`src/rtl/wishbone_if.sv`:
```
// Classic Wishbone bus bundle, shared by a bus master and a register-mapped slave.
interface wishbone_if #(
  parameter int unsigned DATA_WIDTH  = 32,
  parameter int unsigned ADDR_WIDTH  = 32,
  parameter int unsigned GRANULARITY = 8
);
  localparam int unsigned SEL_WIDTH = DATA_WIDTH / GRANULARITY;

  logic [ADDR_WIDTH-1:0] adr;
  logic [DATA_WIDTH-1:0] dat_i;
  logic [DATA_WIDTH-1:0] dat_o;
  logic                  we;
  logic [SEL_WIDTH-1:0]  sel;
  logic                  stb;
  logic                  cyc;
  logic                  ack;

  modport master (output adr, dat_i, we, sel, stb, cyc, input dat_o, ack);
  modport slave  (input adr, dat_i, we, sel, stb, cyc, output dat_o, ack);
endinterface

```
`src/rtl/wb_stream_fifo.sv`:
```
// Wishbone-written FIFO drained by a valid/ready stream; STATUS and CTRL
// registers expose fill level, sticky overflow, flush and overflow clear.
module wb_stream_fifo #(
  parameter int unsigned DATA_WIDTH  = 32,
  parameter int unsigned ADDR_WIDTH  = 32,
  parameter int unsigned GRANULARITY = 8,
  parameter int unsigned DEPTH       = 16
) (
  input  logic                  clk_i,
  input  logic                  rst_i,
  wishbone_if.slave             wb,
  output logic [DATA_WIDTH-1:0] m_data_o,
  output logic                  m_valid_o,
  input  logic                  m_ready_i
);
  localparam int unsigned PTR_W = (DEPTH > 1) ? $clog2(DEPTH) : 1;
  localparam int unsigned CNT_W = PTR_W + 1;
  localparam int unsigned SEL_W = DATA_WIDTH / GRANULARITY;

  typedef enum logic [1:0] {
    REG_DATA   = 2'd0,
    REG_STATUS = 2'd1,
    REG_CTRL   = 2'd2,
    REG_RSVD   = 2'd3
  } reg_e;

  if (DEPTH < 2 || (DEPTH & (DEPTH - 1)) != 0) begin : g_bad_depth
    $fatal(1, "wb_stream_fifo: DEPTH must be a power of two and at least 2");
  end
  if (GRANULARITY != 8 && GRANULARITY != 16 && GRANULARITY != 32) begin : g_bad_gran
    $fatal(1, "wb_stream_fifo: GRANULARITY must be 8, 16 or 32");
  end
  if (DATA_WIDTH < 19 || (DATA_WIDTH % GRANULARITY) != 0) begin : g_bad_width
    $fatal(1, "wb_stream_fifo: DATA_WIDTH must hold STATUS and be a multiple of GRANULARITY");
  end
  if (ADDR_WIDTH < 4) begin : g_bad_addr
    $fatal(1, "wb_stream_fifo: ADDR_WIDTH must cover adr[3:2]");
  end

  logic [DATA_WIDTH-1:0] mem [DEPTH];
  logic [PTR_W-1:0]      rptr_q, wptr_q;
  logic [CNT_W-1:0]      count_q;
  logic                  ovf_q;
  logic                  ack_q;
  logic [DATA_WIDTH-1:0] dat_o_q;

  logic                  req_c, full_c, empty_c, full_sel_c;
  logic                  push_c, pop_c, ovf_set_c, flush_c, ovf_clr_c;
  reg_e                  reg_c;
  logic [DATA_WIDTH-1:0] status_c;
  logic                  unused_adr_c;

  // Request decode; fullness is judged on the pre-edge count.
  always_comb begin
    req_c      = wb.cyc & wb.stb & ~ack_q;
    reg_c      = reg_e'(wb.adr[3:2]);
    full_c     = (count_q == CNT_W'(DEPTH));
    empty_c    = (count_q == '0);
    full_sel_c = (wb.sel == {SEL_W{1'b1}});
    push_c     = 1'b0;
    ovf_set_c  = 1'b0;
    flush_c    = 1'b0;
    ovf_clr_c  = 1'b0;
    if (req_c && wb.we && reg_c == REG_DATA && full_sel_c) begin
      push_c    = ~full_c;
      ovf_set_c = full_c;
    end
    if (req_c && wb.we && reg_c == REG_CTRL) begin
      flush_c   = wb.dat_i[0];
      ovf_clr_c = wb.dat_i[1];
    end
    pop_c    = ~empty_c & m_ready_i;
    status_c = DATA_WIDTH'({ovf_q, full_c, empty_c, 16'(count_q)});
  end

  assign unused_adr_c = ^wb.adr;

  always_ff @(posedge clk_i) begin
    if (rst_i) begin
      rptr_q  <= '0;
      wptr_q  <= '0;
      count_q <= '0;
      ovf_q   <= 1'b0;
      ack_q   <= 1'b0;
      dat_o_q <= '0;
    end else begin
      ack_q <= req_c;
      if (req_c) begin
        dat_o_q <= (reg_c == REG_STATUS && !wb.we) ? status_c : '0;
      end
      if (ovf_set_c) begin
        ovf_q <= 1'b1;
      end else if (ovf_clr_c) begin
        ovf_q <= 1'b0;
      end
      // Flush wins over any pop landing on the same edge.
      if (flush_c) begin
        rptr_q  <= '0;
        wptr_q  <= '0;
        count_q <= '0;
      end else begin
        if (push_c) wptr_q <= wptr_q + PTR_W'(1);
        if (pop_c)  rptr_q <= rptr_q + PTR_W'(1);
        count_q <= count_q + CNT_W'(push_c) - CNT_W'(pop_c);
      end
    end
  end

  // Storage is deliberately left out of reset.
  always_ff @(posedge clk_i) begin
    if (push_c && !rst_i) begin
      mem[wptr_q] <= wb.dat_i;
    end
  end

  assign wb.ack    = ack_q;
  assign wb.dat_o  = dat_o_q;
  assign m_valid_o = ~empty_c;
  assign m_data_o  = mem[rptr_q];
endmodule

```
`src/flat_wrapper.sv`:
```
// flat-port wrapper written by rule: the top's interface ports become plain ports
module wb_stream_fifo_flat 
#(
  parameter int unsigned DATA_WIDTH  = 32,
  parameter int unsigned ADDR_WIDTH  = 32,
  parameter int unsigned GRANULARITY = 8,
  parameter int unsigned DEPTH       = 16
)
  (clk_i, rst_i, m_data_o, m_valid_o, m_ready_i, wb_adr, wb_dat_i, wb_we, wb_sel, wb_stb, wb_cyc, wb_dat_o, wb_ack);
  wishbone_if #(.DATA_WIDTH(DATA_WIDTH), .ADDR_WIDTH(ADDR_WIDTH), .GRANULARITY(GRANULARITY)) wb_i ();
  input  logic clk_i;
  input  logic rst_i;
  output logic [DATA_WIDTH-1:0] m_data_o;
  output logic m_valid_o;
  input  logic m_ready_i;
  input wire logic [$bits(wb_i.adr)-1:0] wb_adr;
  input wire logic [$bits(wb_i.dat_i)-1:0] wb_dat_i;
  input wire logic [$bits(wb_i.we)-1:0] wb_we;
  input wire logic [$bits(wb_i.sel)-1:0] wb_sel;
  input wire logic [$bits(wb_i.stb)-1:0] wb_stb;
  input wire logic [$bits(wb_i.cyc)-1:0] wb_cyc;
  output wire logic [$bits(wb_i.dat_o)-1:0] wb_dat_o;
  output wire logic [$bits(wb_i.ack)-1:0] wb_ack;
  assign wb_i.adr = wb_adr;
  assign wb_i.dat_i = wb_dat_i;
  assign wb_i.we = wb_we;
  assign wb_i.sel = wb_sel;
  assign wb_i.stb = wb_stb;
  assign wb_i.cyc = wb_cyc;
  assign wb_dat_o = wb_i.dat_o;
  assign wb_ack = wb_i.ack;
  wb_stream_fifo #(.DATA_WIDTH(DATA_WIDTH), .ADDR_WIDTH(ADDR_WIDTH), .GRANULARITY(GRANULARITY), .DEPTH(DEPTH)) u_core (.clk_i(clk_i), .rst_i(rst_i), .wb(wb_i), .m_data_o(m_data_o), .m_valid_o(m_valid_o), .m_ready_i(m_ready_i));
endmodule
```
`config.mk`:
```
export PLATFORM = sky130hd
export DESIGN_NAME = wb_stream_fifo_flat
export DESIGN_NICKNAME = d
export VERILOG_FILES = /design/src/rtl/wishbone_if.sv /design/src/rtl/wb_stream_fifo.sv /design/src/flat_wrapper.sv
export SDC_FILE = /design/constraint.sdc
export NUM_CORES = 1
export LEC_CHECK = 0
export CAP_MARGIN = 20
export CORE_UTILIZATION = 50
export DETAILED_ROUTE_END_ITERATION = 6
export PLACE_DENSITY = 0.71
export SLEW_MARGIN = 30
export SYNTH_ARGS = -nofsm -noshare
export SYNTH_HDL_FRONTEND = slang
export SYNTH_SLANG_ARGS = --single-unit
```
`constraint.sdc`:
```
create_clock -name clk_i -period 4.5 [get_ports clk_i]
set_input_delay 1.125 -clock clk_i [delete_from_list [all_inputs] [get_ports clk_i]]
set_output_delay 1.125 -clock clk_i [all_outputs]
set_load 0.03 [all_outputs]
```
# After elaboration in Yosys (flattened, before gate mapping)
# Memories as Yosys holds them, arrays and structs flattened. A register that Yosys moved wholly into a read port is not among the register bits.
# Index checks and enable logic that the tools add are counted.
# op_classes
addsub,4
n_eq_ne,4
mux,11
n_bitwise,6
reduce_logical,12
# op_table
cell,n
19-bit two-way mux,1
"4-bit by 1-bit adder with 4-bit output, second input constant",2
1-bit two-way mux,8
4-bit two-way mux,2
1-bit logical AND,6
5-bit by 1-bit adder with 5-bit output,1
"5-bit equality test, second input constant",1
5-bit logical NOT,1
5-bit by 1-bit subtractor with 5-bit output,1
"4-bit equality test, second input constant",1
1-bit AND,3
1-bit inverter,3
"2-bit by 1-bit equality test with 1-bit output, second input constant",1
"2-bit equality test, second input constant",1
1-bit logical NOT,2
2-bit logical NOT,1
2-bit nonzero test,1
2-bit OR reduction,1
# totals
register_bits,47
ram_bits,512
elab_cells,44
n_memories,1
# memory_table
name,words,word_bits,rd,rd_clocked_by_memory_dff,wr,line_no,text
u_core.mem,16,32,1,1,1,wb_stream_fifo.sv:40,logic [DATA_WIDTH-1:0] mem [DEPTH];

# Depth between registers and ports, before layout
# depth
word_depth,9
mapped_depth,12
mapped_depth_nobuf,11

# Least setup slack after synthesis
# OpenSTA, ideal clock, no wires.
# synth_path
path_type,in2reg
startpoint,input port wb_adr[3]
endpoint,"memory u_core.mem[0][0], enable pin"
setup_ps,421
t_arrival_ps,3544
required_time_ps,4079
slack_ps,535
cell_stages,6
path_cell_list,nand3b_1 > or4_1 > buf_2 > inv_1 > nand2_1 > nor2_1
# synth_via
elab_chain_len,7
# synth_lines
item,line_no,text
"start, declared",flat_wrapper.sv:16,input wire logic [$bits(wb_i.adr)-1:0] wb_adr;
2-bit logical NOT,wb_stream_fifo.sv:64,if (req_c && wb.we && reg_c == REG_DATA && full_sel_c) begin
1-bit logical AND (2 in a row),wb_stream_fifo.sv:64,
1-bit two-way mux,wb_stream_fifo.sv:64,
1-bit logical AND,wb_stream_fifo.sv:111,if (push_c && !rst_i) begin
1-bit two-way mux,wb_stream_fifo.sv:111,
1-bit two-way mux (not written as such),wb_stream_fifo.sv:112,mem[wptr_q] <= wb.dat_i;
"end, declared",wb_stream_fifo.sv:40,
# No other way between the ends.

==> impl_metrics.tcl <==
set metrics [dict create \
    max_freq_mhz 237 \
    cp_max_fo 34 \
    cts_tree "built" \
    synth_seq_cells 539 \
    skew_ns 0.0224 \
    crit_path_end_kind "output pin" \
    crit_type "register to output pin" \
    vias 9808 \
    cts_resized 0 \
    antenna_cells 0 \
    drtAntennaViolNets 0 \
    area_growth_pct 17.6 \
    num_io_pins 140 \
    start_kind "register" \
    period_share_pct 93.7 \
    row_count 73 \
    core_area_um2 40100 \
    first_pass_iters 5 \
    synth_top_cell_by_area "edfxtp_1" \
    wl_per_cell_um 24.8 \
    clockBufferDepth 3 \
    wirelength_um 41600 \
    die_w_um 205 \
    total_power_uw 12100 \
    crit_chain "buf_12 -> mux4_2 -> a22oi_1 -> nand2_1 -> clkdlybuf4s50_1" \
    antenna_found_initial 0 \
    ff2ff_setup_slack_ns 1.40 \
    synth.most_common_cell "edfxtp_1" \
    numCtsBuffers 54 \
    hpwl_um 23200 \
    grt_max_degree 35 \
    yosys.area.top_type_share_pct 74.8 \
    slowest_stage "clkdlybuf4s50_1" \
    drv_slew 0 \
    fin_nets 1189 \
    synthArstFlopShare_pct 0 \
    cp_slowest_stage_delay_ns 0.61 \
    cp.required_ns 3.38 \
    syn_area_um2 20600 \
    synth-edff-count 512 \
    viasPerCell 5.86 \
    finalCriticalPeriod_ns 4.22 \
    hold_buffers 0 \
    synth_area_leaders "edfxtp_1 75%, mux4_2 14%, a22oi_1 2.6%" \
    worst_pin_slew_ns 0.705 \
    port_buffers 85 \
    rsz0062_at_grt "false" \
    route.detailed.drc 0 \
    yosys_most_used_dff "edfxtp_1" \
    path_clk_slew_ns 0.06 \
    die_area_um2 41900 \
    hp-class "register to register" \
    cts_setup_buffers 0 \
    status "complete, no violations" \
    yosysWarnings 0 \
    syn-mean-instance-area_um2 21.3 \
    overflow 0 \
    hold_violations 0 \
    grt_usage_pct 20.6 \
    worstSkewPairLatency_ns 0.61 \
    slew-limit-headroom_pct 52.9 \
    power_density_nw_per_um2 501 \
    clock-sinks 539 \
    drive_gt1_share_pct 24.5 \
    grt_pass1_wl_um 62600 \
    ys_top_cells_by_count "512 x edfxtp_1, 128 x mux4_2, 72 x a22oi_1" \
    placed_cells 1573 \
    globalplace.congestion 0.717 \
    finalSetupViolCount 0 \
    p_leak_uw 0.00760 \
    final_cells 1674 \
    placed_area_um2 22400 \
    root_buffer "clkbuf_16" \
    yosysSeqAreaShare_pct 77.4 \
    fill_cells 2781 \
    synth_cells 963 \
    peakVddDrop_mv 0.595 \
    maxCapViolCount 0 \
    cp.arrival_ns 3.09 \
    final_area_um2 24200 \
    fin_tns_setup_ns 0 \
    cts_max_level 2 \
    die_h_um 205 \
    utilization_pct 60.3 \
    ys_types 35 \
    grt_pass1_vias 10300 \
    drt_first_iter_violations 802 \
    start_util_pct 51.3 \
]
==> per-stage QoR <==
stage          hold WS, ns  setup slack, ns
2_1_floorplan        0.449            0.535
3_3_place_gp         0.486            0.554
3_5_place_dp         0.488            0.530
4_1_cts              0.474            0.189
5_1_grt              0.493            0.144
6_report             0.476            0.284
==> layout make-up <==
cell class,instances,area [µm²],share of cell area (%)
sequential,539,15900,65.9
multi-input combinational,364,4450,18.4
clock buffer,65,1390,5.76
timing repair buffer,134,1360,5.61
tap,525,657,2.72
clock inverter,36,342,1.41
inverter,11,41.3,0.171
==> flip-flops by register name (all words and copies together) (netlist names), named ones only <==
| register | count |
|---|---|
| u_core.ovf_q | 1 |
| u_core.rptr_q | 4 |
| u_core.mem | 512 |
| u_core.wb.dat_o | 8 |
| u_core.wb.ack | 1 |
| u_core.count_q | 5 |
| u_core.wptr_q | 4 |
==> worst max-delay path: cells and delay by family, from the launching register on <==
family | cells | cell delay (ns)
DFF | 1 | 0.56
buffers and inverters | 2 | 0.93
and+or+nand+nor | 1 | 0.12
AOI/OAI and AO/OA | 1 | 0.25
muxes | 1 | 0.55
==> worst paths after layout <==
check | from | endpoint | depth (start not counted)
min reg2reg | u_core.rptr_q[1] | register | 2
max | register | m_data_o[23] | 5
min | u_core.rptr_q[1] | register | 2
max reg2reg | u_core.count_q[2] | u_core.count_q[4] | 11
==> cell usage in the layout, fill, tap and decap left out, types with 2 or more instances in the layout <==
cell type | netlist | final
mux4_2 | 128 | 128
inv_1 | 11 | 11
a22oi_1 | 72 | 72
clkinv_4 | 0 | 2
bufinv_16 | 0 | 6
inv_6 | 0 | 2
ha_1 | 10 | 10
clkinv_2 | 0 | 13
clkbuf_1 | 33 | 11
conb_1 | 1 | 24
clkdlybuf4s50_1 | 0 | 85
dfxtp_4 | 0 | 2
or3_1 | 4 | 4
xnor2_1 | 3 | 3
nand3b_1 | 2 | 2
nand3_1 | 7 | 7
nand2_1 | 40 | 40
edfxtp_1 | 512 | 512
clkinv_1 | 0 | 12
o21ai_0 | 5 | 5
nor2_1 | 40 | 23
dfxtp_1 | 27 | 25
nor2_4 | 0 | 17
a21oi_1 | 8 | 8
nor2b_4 | 0 | 2
buf_12 | 0 | 11
buf_4 | 24 | 38
clkbuf_16 | 0 | 54
xor2_1 | 4 | 4
==> power breakdown <==
part	switching, µW	total (µW)	leakage (µW)	internal [µW]
combinational	1030	2100	0.00192	1070
sequential	89.6	5610	0.00482	5520
clock	1840	4390	0.000857	2550
==> logic make-up (layout without fill, tap and decap cells) <==
family                     count (synthesis)  in the layout  synth area share (%)
AOI/OAI and AO/OA                         87             87                  3.02
xor gates and xnor gates                   7              7                 0.298
adders and majority gates                 11             11                 0.706
buffers and inverters                     83            246                  2.04
DFF                                      539            539                  77.4
muxes                                    129            129                  14.1
other                                      1             24                0.0182
and+or+nand+nor                          106            106                  2.40
==> routing by layer <==
layer	track usage [%]	vias up	share of wire (%)
li1	-	4237	-
met1	28.7	5128	42
met2	32.9	369	49
met3	3.90	74	6.3
met4	7.12	0	2.4
met5	0	-	0
Power figures use the tool's default switching activity.
